File: src/rtl/ct_unpack_loader_pkg.sv
// Shared ROLLO-II constants, derived ciphertext-memory geometry and loader state encoding.
package ct_unpack_loader_pkg;

    localparam int N     = 189;
    localparam int M     = 83;
    localparam int R     = 7;
    localparam int D     = 8;
    localparam int DIGIT = 1;

    function automatic int ceil_div(input int a, input int b);
        return (a + b - 1) / b;
    endfunction

    // Never returns less than 1 so a single-row or single-beat geometry still yields a legal vector width.
    function automatic int clog2(input int value);
        int r;
        r = 0;
        while ((1 << r) < value) r++;
        return (r < 1) ? 1 : r;
    endfunction

    localparam int WORD_W = M * DIGIT;
    localparam int DEPTH  = ceil_div(N, DIGIT);
    localparam int BEATS  = ceil_div(WORD_W, 32);

    localparam logic [1:0] ST_IDLE  = 2'd0;
    localparam logic [1:0] ST_LOAD  = 2'd1;
    localparam logic [1:0] ST_WRITE = 2'd2;
    localparam logic [1:0] ST_DONE  = 2'd3;

    typedef enum logic [1:0] {
        IDLE  = ST_IDLE,
        LOAD  = ST_LOAD,
        WRITE = ST_WRITE,
        DONE  = ST_DONE
    } state_t;

endpackage

File: src/rtl/ct_unpack_loader_if.sv
// Masked word stream in, ciphertext memory write port out.
interface ct_unpack_loader_if #(
    parameter int ADDR_W = 8,
    parameter int WORD_W = 83
);
    logic [31:0]       in_data;
    logic              in_valid;
    logic              in_ready;
    logic              ct_we;
    logic [ADDR_W-1:0] ct_addr;
    logic [WORD_W-1:0] ct_dout;

    modport master (
        output in_data, in_valid,
        input  in_ready, ct_we, ct_addr, ct_dout
    );

    modport slave (
        input  in_data, in_valid,
        output in_ready, ct_we, ct_addr, ct_dout
    );
endinterface

File: src/rtl/ct_unpack_loader_word_unmask_pack.sv
// Unmasks accepted beats with the latched digest and assembles them into one memory row.
module ct_unpack_loader_word_unmask_pack
    import ct_unpack_loader_pkg::*;
#(
    parameter int ROW_W  = 83,
    parameter int NBEATS = 3
) (
    input  logic              clk,
    input  logic              rst_b,
    input  logic              clear,
    input  logic [511:0]      mask,
    input  logic              beat_en,
    input  logic [31:0]       data,
    output logic [ROW_W-1:0]  row_next,
    output logic              last_beat,
    output logic              pad_err
);

    localparam int BUF_W  = 32 * NBEATS;
    localparam int BEAT_W = clog2(NBEATS);

    logic [511:0]       mask_reg;
    logic [3:0]         mask_idx;
    logic [BEAT_W-1:0]  beat_cnt;
    logic [BUF_W-1:0]   row_buf;
    logic [BUF_W-1:0]   buf_next;
    logic [31:0]        word;
    logic               pad_hit;

    assign word      = data ^ mask_reg[32*mask_idx +: 32];
    assign last_beat = (beat_cnt == BEAT_W'(NBEATS - 1));

    always_comb begin
        buf_next = row_buf;
        buf_next[32*beat_cnt +: 32] = word;
        row_next = buf_next[ROW_W-1:0];
    end

    // The buffer's last-beat slot is always empty, so bits above ROW_W come straight from the incoming word.
    if (BUF_W > ROW_W) begin : g_pad
        assign pad_hit = beat_en & last_beat & (|buf_next[BUF_W-1:ROW_W]);
    end else begin : g_nopad
        assign pad_hit = 1'b0;
    end

    always_ff @(posedge clk or posedge rst_b) begin
        if (rst_b) begin
            mask_reg <= '0;
            mask_idx <= '0;
            beat_cnt <= '0;
            row_buf  <= '0;
            pad_err  <= 1'b0;
        end else if (clear) begin
            mask_reg <= mask;
            mask_idx <= '0;
            beat_cnt <= '0;
            row_buf  <= '0;
            pad_err  <= 1'b0;
        end else if (beat_en) begin
            mask_idx <= mask_idx + 4'd1;
            if (last_beat) begin
                beat_cnt <= '0;
                row_buf  <= '0;
            end else begin
                beat_cnt <= beat_cnt + 1'b1;
                row_buf  <= buf_next;
            end
            if (pad_hit) pad_err <= 1'b1;
        end
    end

endmodule

File: src/rtl/ct_unpack_loader.sv
// Loads a masked ciphertext word stream into the decrypt-side ciphertext memory, one row per WRITE cycle.
module ct_unpack_loader
    import ct_unpack_loader_pkg::*;
#(
    parameter int CT_N     = N,
    parameter int CT_M     = M,
    parameter int CT_DIGIT = DIGIT
) (
    input  logic          clk,
    input  logic          rst_b,
    input  logic          start,
    input  logic [511:0]  mask,
    output logic          busy,
    output logic          done,
    output logic          pad_err,
    ct_unpack_loader_if.slave bus
);

    localparam int ROW_W  = CT_M * CT_DIGIT;
    localparam int ROWS   = ceil_div(CT_N, CT_DIGIT);
    localparam int NBEATS = ceil_div(ROW_W, 32);
    localparam int ADDR_W = clog2(ROWS);

    state_t             state;
    state_t             state_next;
    logic [ADDR_W-1:0]  row;
    logic               accept;
    logic               start_ok;
    logic               last_beat;
    logic               last_row;
    logic [ROW_W-1:0]   row_next;

    assign bus.in_ready = (state == LOAD);
    assign accept       = bus.in_valid & bus.in_ready;
    assign start_ok     = start & (state == IDLE);
    assign last_row     = (row == ADDR_W'(ROWS - 1));

    ct_unpack_loader_word_unmask_pack #(
        .ROW_W  (ROW_W),
        .NBEATS (NBEATS)
    ) u_pack (
        .clk       (clk),
        .rst_b     (rst_b),
        .clear     (start_ok),
        .mask      (mask),
        .beat_en   (accept),
        .data      (bus.in_data),
        .row_next  (row_next),
        .last_beat (last_beat),
        .pad_err   (pad_err)
    );

    always_comb begin
        state_next = state;
        case (state)
            IDLE:    if (start) state_next = LOAD;
            LOAD:    if (accept && last_beat) state_next = WRITE;
            WRITE:   state_next = last_row ? DONE : LOAD;
            DONE:    state_next = IDLE;
            default: state_next = IDLE;
        endcase
    end

    // Memory port is registered and returns to zero on the way back to IDLE because it feeds a shared OR-mux.
    always_ff @(posedge clk or posedge rst_b) begin
        if (rst_b) begin
            state       <= IDLE;
            row         <= '0;
            busy        <= 1'b0;
            done        <= 1'b0;
            bus.ct_we   <= 1'b0;
            bus.ct_addr <= '0;
            bus.ct_dout <= '0;
        end else begin
            state     <= state_next;
            done      <= 1'b0;
            bus.ct_we <= 1'b0;
            case (state)
                IDLE: begin
                    if (start) begin
                        busy <= 1'b1;
                        row  <= '0;
                    end
                end
                LOAD: begin
                    if (accept && last_beat) begin
                        bus.ct_we   <= 1'b1;
                        bus.ct_addr <= row;
                        bus.ct_dout <= row_next;
                    end
                end
                WRITE: begin
                    if (last_row) begin
                        busy <= 1'b0;
                        done <= 1'b1;
                    end else begin
                        row <= row + 1'b1;
                    end
                end
                DONE: begin
                    bus.ct_addr <= '0;
                    bus.ct_dout <= '0;
                end
                default: ;
            endcase
        end
    end

endmodule
File: src/flat_wrapper.sv
// flat-port wrapper written by rule: the top's interface ports become plain ports
module ct_unpack_loader_flat import ct_unpack_loader_pkg::*;
#(
    parameter int CT_N     = N,
    parameter int CT_M     = M,
    parameter int CT_DIGIT = DIGIT
)
  (clk, rst_b, start, mask, busy, done, pad_err, bus_in_data, bus_in_valid, bus_in_ready, bus_ct_we, bus_ct_addr, bus_ct_dout);
  ct_unpack_loader_if bus_i ();
  input  logic clk;
  input  logic rst_b;
  input  logic start;
  input  logic [511:0] mask;
  output logic busy;
  output logic done;
  output logic pad_err;
  input wire logic [$bits(bus_i.in_data)-1:0] bus_in_data;
  input wire logic [$bits(bus_i.in_valid)-1:0] bus_in_valid;
  output wire logic [$bits(bus_i.in_ready)-1:0] bus_in_ready;
  output wire logic [$bits(bus_i.ct_we)-1:0] bus_ct_we;
  output wire logic [$bits(bus_i.ct_addr)-1:0] bus_ct_addr;
  output wire logic [$bits(bus_i.ct_dout)-1:0] bus_ct_dout;
  assign bus_i.in_data = bus_in_data;
  assign bus_i.in_valid = bus_in_valid;
  assign bus_in_ready = bus_i.in_ready;
  assign bus_ct_we = bus_i.ct_we;
  assign bus_ct_addr = bus_i.ct_addr;
  assign bus_ct_dout = bus_i.ct_dout;
  ct_unpack_loader #(.CT_N(CT_N), .CT_M(CT_M), .CT_DIGIT(CT_DIGIT)) u_core (.clk(clk), .rst_b(rst_b), .start(start), .mask(mask), .busy(busy), .done(done), .pad_err(pad_err), .bus(bus_i));
endmodule
File: config.mk
export PLATFORM = sky130hd
export DESIGN_NAME = ct_unpack_loader_flat
export DESIGN_NICKNAME = d
export VERILOG_FILES = /design/src/rtl/ct_unpack_loader_pkg.sv /design/src/rtl/ct_unpack_loader_if.sv /design/src/rtl/ct_unpack_loader_word_unmask_pack.sv /design/src/rtl/ct_unpack_loader.sv /design/src/flat_wrapper.sv
export SDC_FILE = /design/constraint.sdc
export NUM_CORES = 2
export LEC_CHECK = 0
export ABC_AREA = 1
export CAP_MARGIN = 20
export CORE_UTILIZATION = 40
export DETAILED_ROUTE_END_ITERATION = 7
export GPL_TIMING_DRIVEN = 0
export PLACE_DENSITY_LB_ADDON = 0.12
export SYNTH_ARGS = -nofsm -noshare
export SYNTH_HDL_FRONTEND = slang
export SYNTH_HIERARCHICAL = 1
export SYNTH_SLANG_ARGS = --single-unit
export TNS_END_PERCENT = 1
File: constraint.sdc
create_clock -name clk -period 33.6 [get_ports clk]
set_clock_uncertainty 0.2 [all_clocks]
set_input_delay 10.08 -clock clk [delete_from_list [all_inputs] [get_ports clk]]
set_output_delay 10.08 -clock clk [all_outputs]
set_load 0.1 [all_outputs]
==> run_results.csv <==
group,metric,value,unit
grt,grt_overflow_total,0,
min_path,min_path_type,"reg -> reg",
floorplan,num_rows,107,
floorplan,die_w,295.0,um
clock_tree,cts.path.max_buffers,3,
routing,first_pass_iters,6,
placed_design,port_buffers,643,
synth,ys_seq_elements,719,
worst_setup_path,cp.required,33950,ps
clock_tree,cts_num_sinks,719,
synth,avgSynthCellArea,7.987,um2
layout,layout_common_cells,"nand2_1, dfrtp_1, clkdlybuf4s50_1",
sta,relSlewSlack,0.2611,
floorplan,design.die.area,87020,um2
sta,hold_viol,0,
sta,setup_viol,0,
clock_tree,cts_root_buf,"clkbuf_16",
placed_design,dpl.hpwl,119700,um
power_and_ir_drop,ir_drop,53.99,uV
routing,via_count,33790,
floorplan,boundaryPins,644,
worst_setup_path,cp-end-kind,"flop",
synth,synth_edf_count,0,
layout,final_cell_area,45190,um2
worst_setup_path,critPathBufInv,6,
worst_setup_path,path_delay_family,"buffers and inverters",
floorplan,initial_utilization,0.4033,
grt,track_usage,0.3533,
routing,vias_per_cell,5.412,
sta,slew_violations,0,
placed_design,gp_congestion,0.9542,
layout,largest_register_ffs,512,
worst_setup_path,cp.arrival,14150,ps
routing,wire_per_inst,24.77,um
clock_tree,cts_tree,"built",
worst_setup_path,crit_type,"in -> reg",
synth,ys_seq_area_frac,0.5240,
clock_tree,hold_buffers,0,
sta,fin_crit_sh,0.4107,
routing,finalWirelength,154700,um
worst_setup_path,worstRegToRegCells,9,
routing,first_iter_violations,3909,
sta,worst_pin_slew,1105,ps
worst_setup_path,max_stage_delay,870,ps
grt,first_global_vias,33036,
worst_setup_path,crit_fanout,10,
worst_setup_path,slowest_stage,"clkbuf_1",
layout,fin_util,0.5307,
synth,ys_types,40,
worst_setup_path,cp.depth,9,
sta,min_period,13800,ps
clock_tree,cts_resized,0,
floorplan,core_area,85150,um2
clock_tree,clk_pin_slew_worst_paths,60,ps
clock_tree,cts_buffers,81,
grt,grt_max_degree,124,
synth,ys_async_sr_fraction,1.000,
sta,holdWs,266.1,ps
synth,yosysWarnings,6,
status,status,"completed",
worst_setup_path,cp-start-kind,"input port",
worst_setup_path,path_cells,"clkdlybuf4s50_1, nand3_1, inv_1, clkbuf_1, clkbuf_1, clkbuf_1, clkbuf_1, nand2_1, o21ai_0",
synth,synthesis.nets,4855,
floorplan,die_h,295.0,um
clock_tree,clk_latency,650,ps
worst_setup_path,cp_common_cell,"clkbuf_1",
job,maxCapViolations,0,
layout,drive_gt1_frac,0.06402,
synth,synthFlopType,"dfrtp_1",
clock_tree,cts_setup_buffers,0,
power_and_ir_drop,p_leak,0.02076,uW
min_path,worstHoldPathCells,2,
placed_design,placed_area,42410,um2
grt,grt_first_pass_wirelength,220700,um
power_and_ir_drop,p_total,4207,uW
grt,antenna_found_initial,14,
synth,syn-cell-area,34340,um2
clock_tree,h-tree-depth,3,
layout,area_growth,31.60,%
routing,ant_nets,0,
layout,final_nets,5588,
sta,fin_ws,19800,ps
power_and_ir_drop,power_density,93.10,nW/um2
layout,final_common_cell,"nand2_1",
sta,max_freq,72.47,MHz
synth,synthCells,4299,
placed_design,place_ws,19190,ps
sta,rsz0062_at_grt,"no",
routing,drc,0,
[worst paths after layout]
path                                        startpoint                           to  slack, ps
max                                              start  u_core/u_pack/mask_reg[148]      19800
min                        u_core/u_pack/mask_reg[207]  u_core/u_pack/mask_reg[207]        270
max reg2reg                            u_core/state[0]  u_core/u_pack/mask_reg[148]      29210
min reg2reg                u_core/u_pack/mask_reg[207]  u_core/u_pack/mask_reg[207]        270
max in group asynchronous                        rst_b  u_core/u_pack/mask_reg[389]      21990
min in group asynchronous                        rst_b    u_core/u_pack/row_buf[31]       9750
[routing by layer]
layer	up-vias	global-route usage	routed length [um]
met5	-	0	57
met4	8	0.1712	8188
met3	331	0.06826	14040
met2	1822	0.5422	68510
met1	16469	0.4793	63890
li1	15160	-	-
[per-stage QoR]
stage	instances	setup TNS, ps
6_report	6244	0
5_1_grt	6243	0
4_1_cts	6236	0
3_5_place_dp	6093	0
3_3_place_gp	6086	-1462410
2_1_floorplan	4299	0
[kinds of logic (layout without fill, tap and decap cells)]
kind of cell               Yosys count  after routing  share of synthesized area
AOI/OAI and AO/OA                  930            930                     0.1581
adders and majority gates            8              8                   0.002915
DFF                                719            719                     0.5240
buffers and inverters              865           1658                     0.1028
xor gates and xnor gates            19             19                   0.005284
and+or+nand+nor                   1758           1758                     0.2069
other                                0              8                          0
[Yosys cell counts, types with 2 or more instances]
cell	n	area share
buf_1	30	0.0033
inv_1	565	0.062
o211ai_1	68	0.015
dfrtp_1	719	0.52
xor2_2	2	0.00095
a21oi_2	6	0.0015
nor2_1	44	0.0048
clkbuf_1	165	0.018
buf_4	9	0.0020
o21ai_1	77	0.011
xor2_1	16	0.0041
nand2_1	1333	0.15
buf_6	21	0.0069
inv_4	2	0.00036
nand3_1	370	0.054
ha_1	8	0.0029
o21ai_2	2	0.00051
a21oi_1	98	0.014
o32ai_2	13	0.0062
o22ai_2	52	0.019
o21ai_0	586	0.085
o22ai_1	25	0.0046
clkbuf_2	7	0.0010
nand4_1	2	0.00036
inv_2	3	0.00033
buf_2	62	0.0090
[report_power, final]
| part | total, uW | switching, uW | leakage, uW | internal, uW |
|---|---|---|---|---|
| logic | 1950 | 1420 | 0.0102 | 532 |
| registers | 1320 | 129 | 0.00921 | 1200 |
| clock network | 928 | 390 | 0.00136 | 539 |
| total | 4210 | 1940 | 0.0208 | 2270 |
[worst min-delay path, delay by kind of cell (launching register included)]
| kind | cells | cell delay, ps |
|---|---|---|
| DFF | 1 | 340 |
| and+or+nand+nor | 2 | 90 |
[area by class of cell]
type                    instances  area [um2]
diodes                          8       20.02
clock inverters                27       361.6
plain buffers                 294        1381
repair buffers                650        6629
inverters                     571        2158
multi-input cells            2715       12810
well taps                    1144        1431
clock buffers                 116        2399
flip-flops and latches        719       17990
fillers                      8460       39960
(Power assumes the default switching activity.)
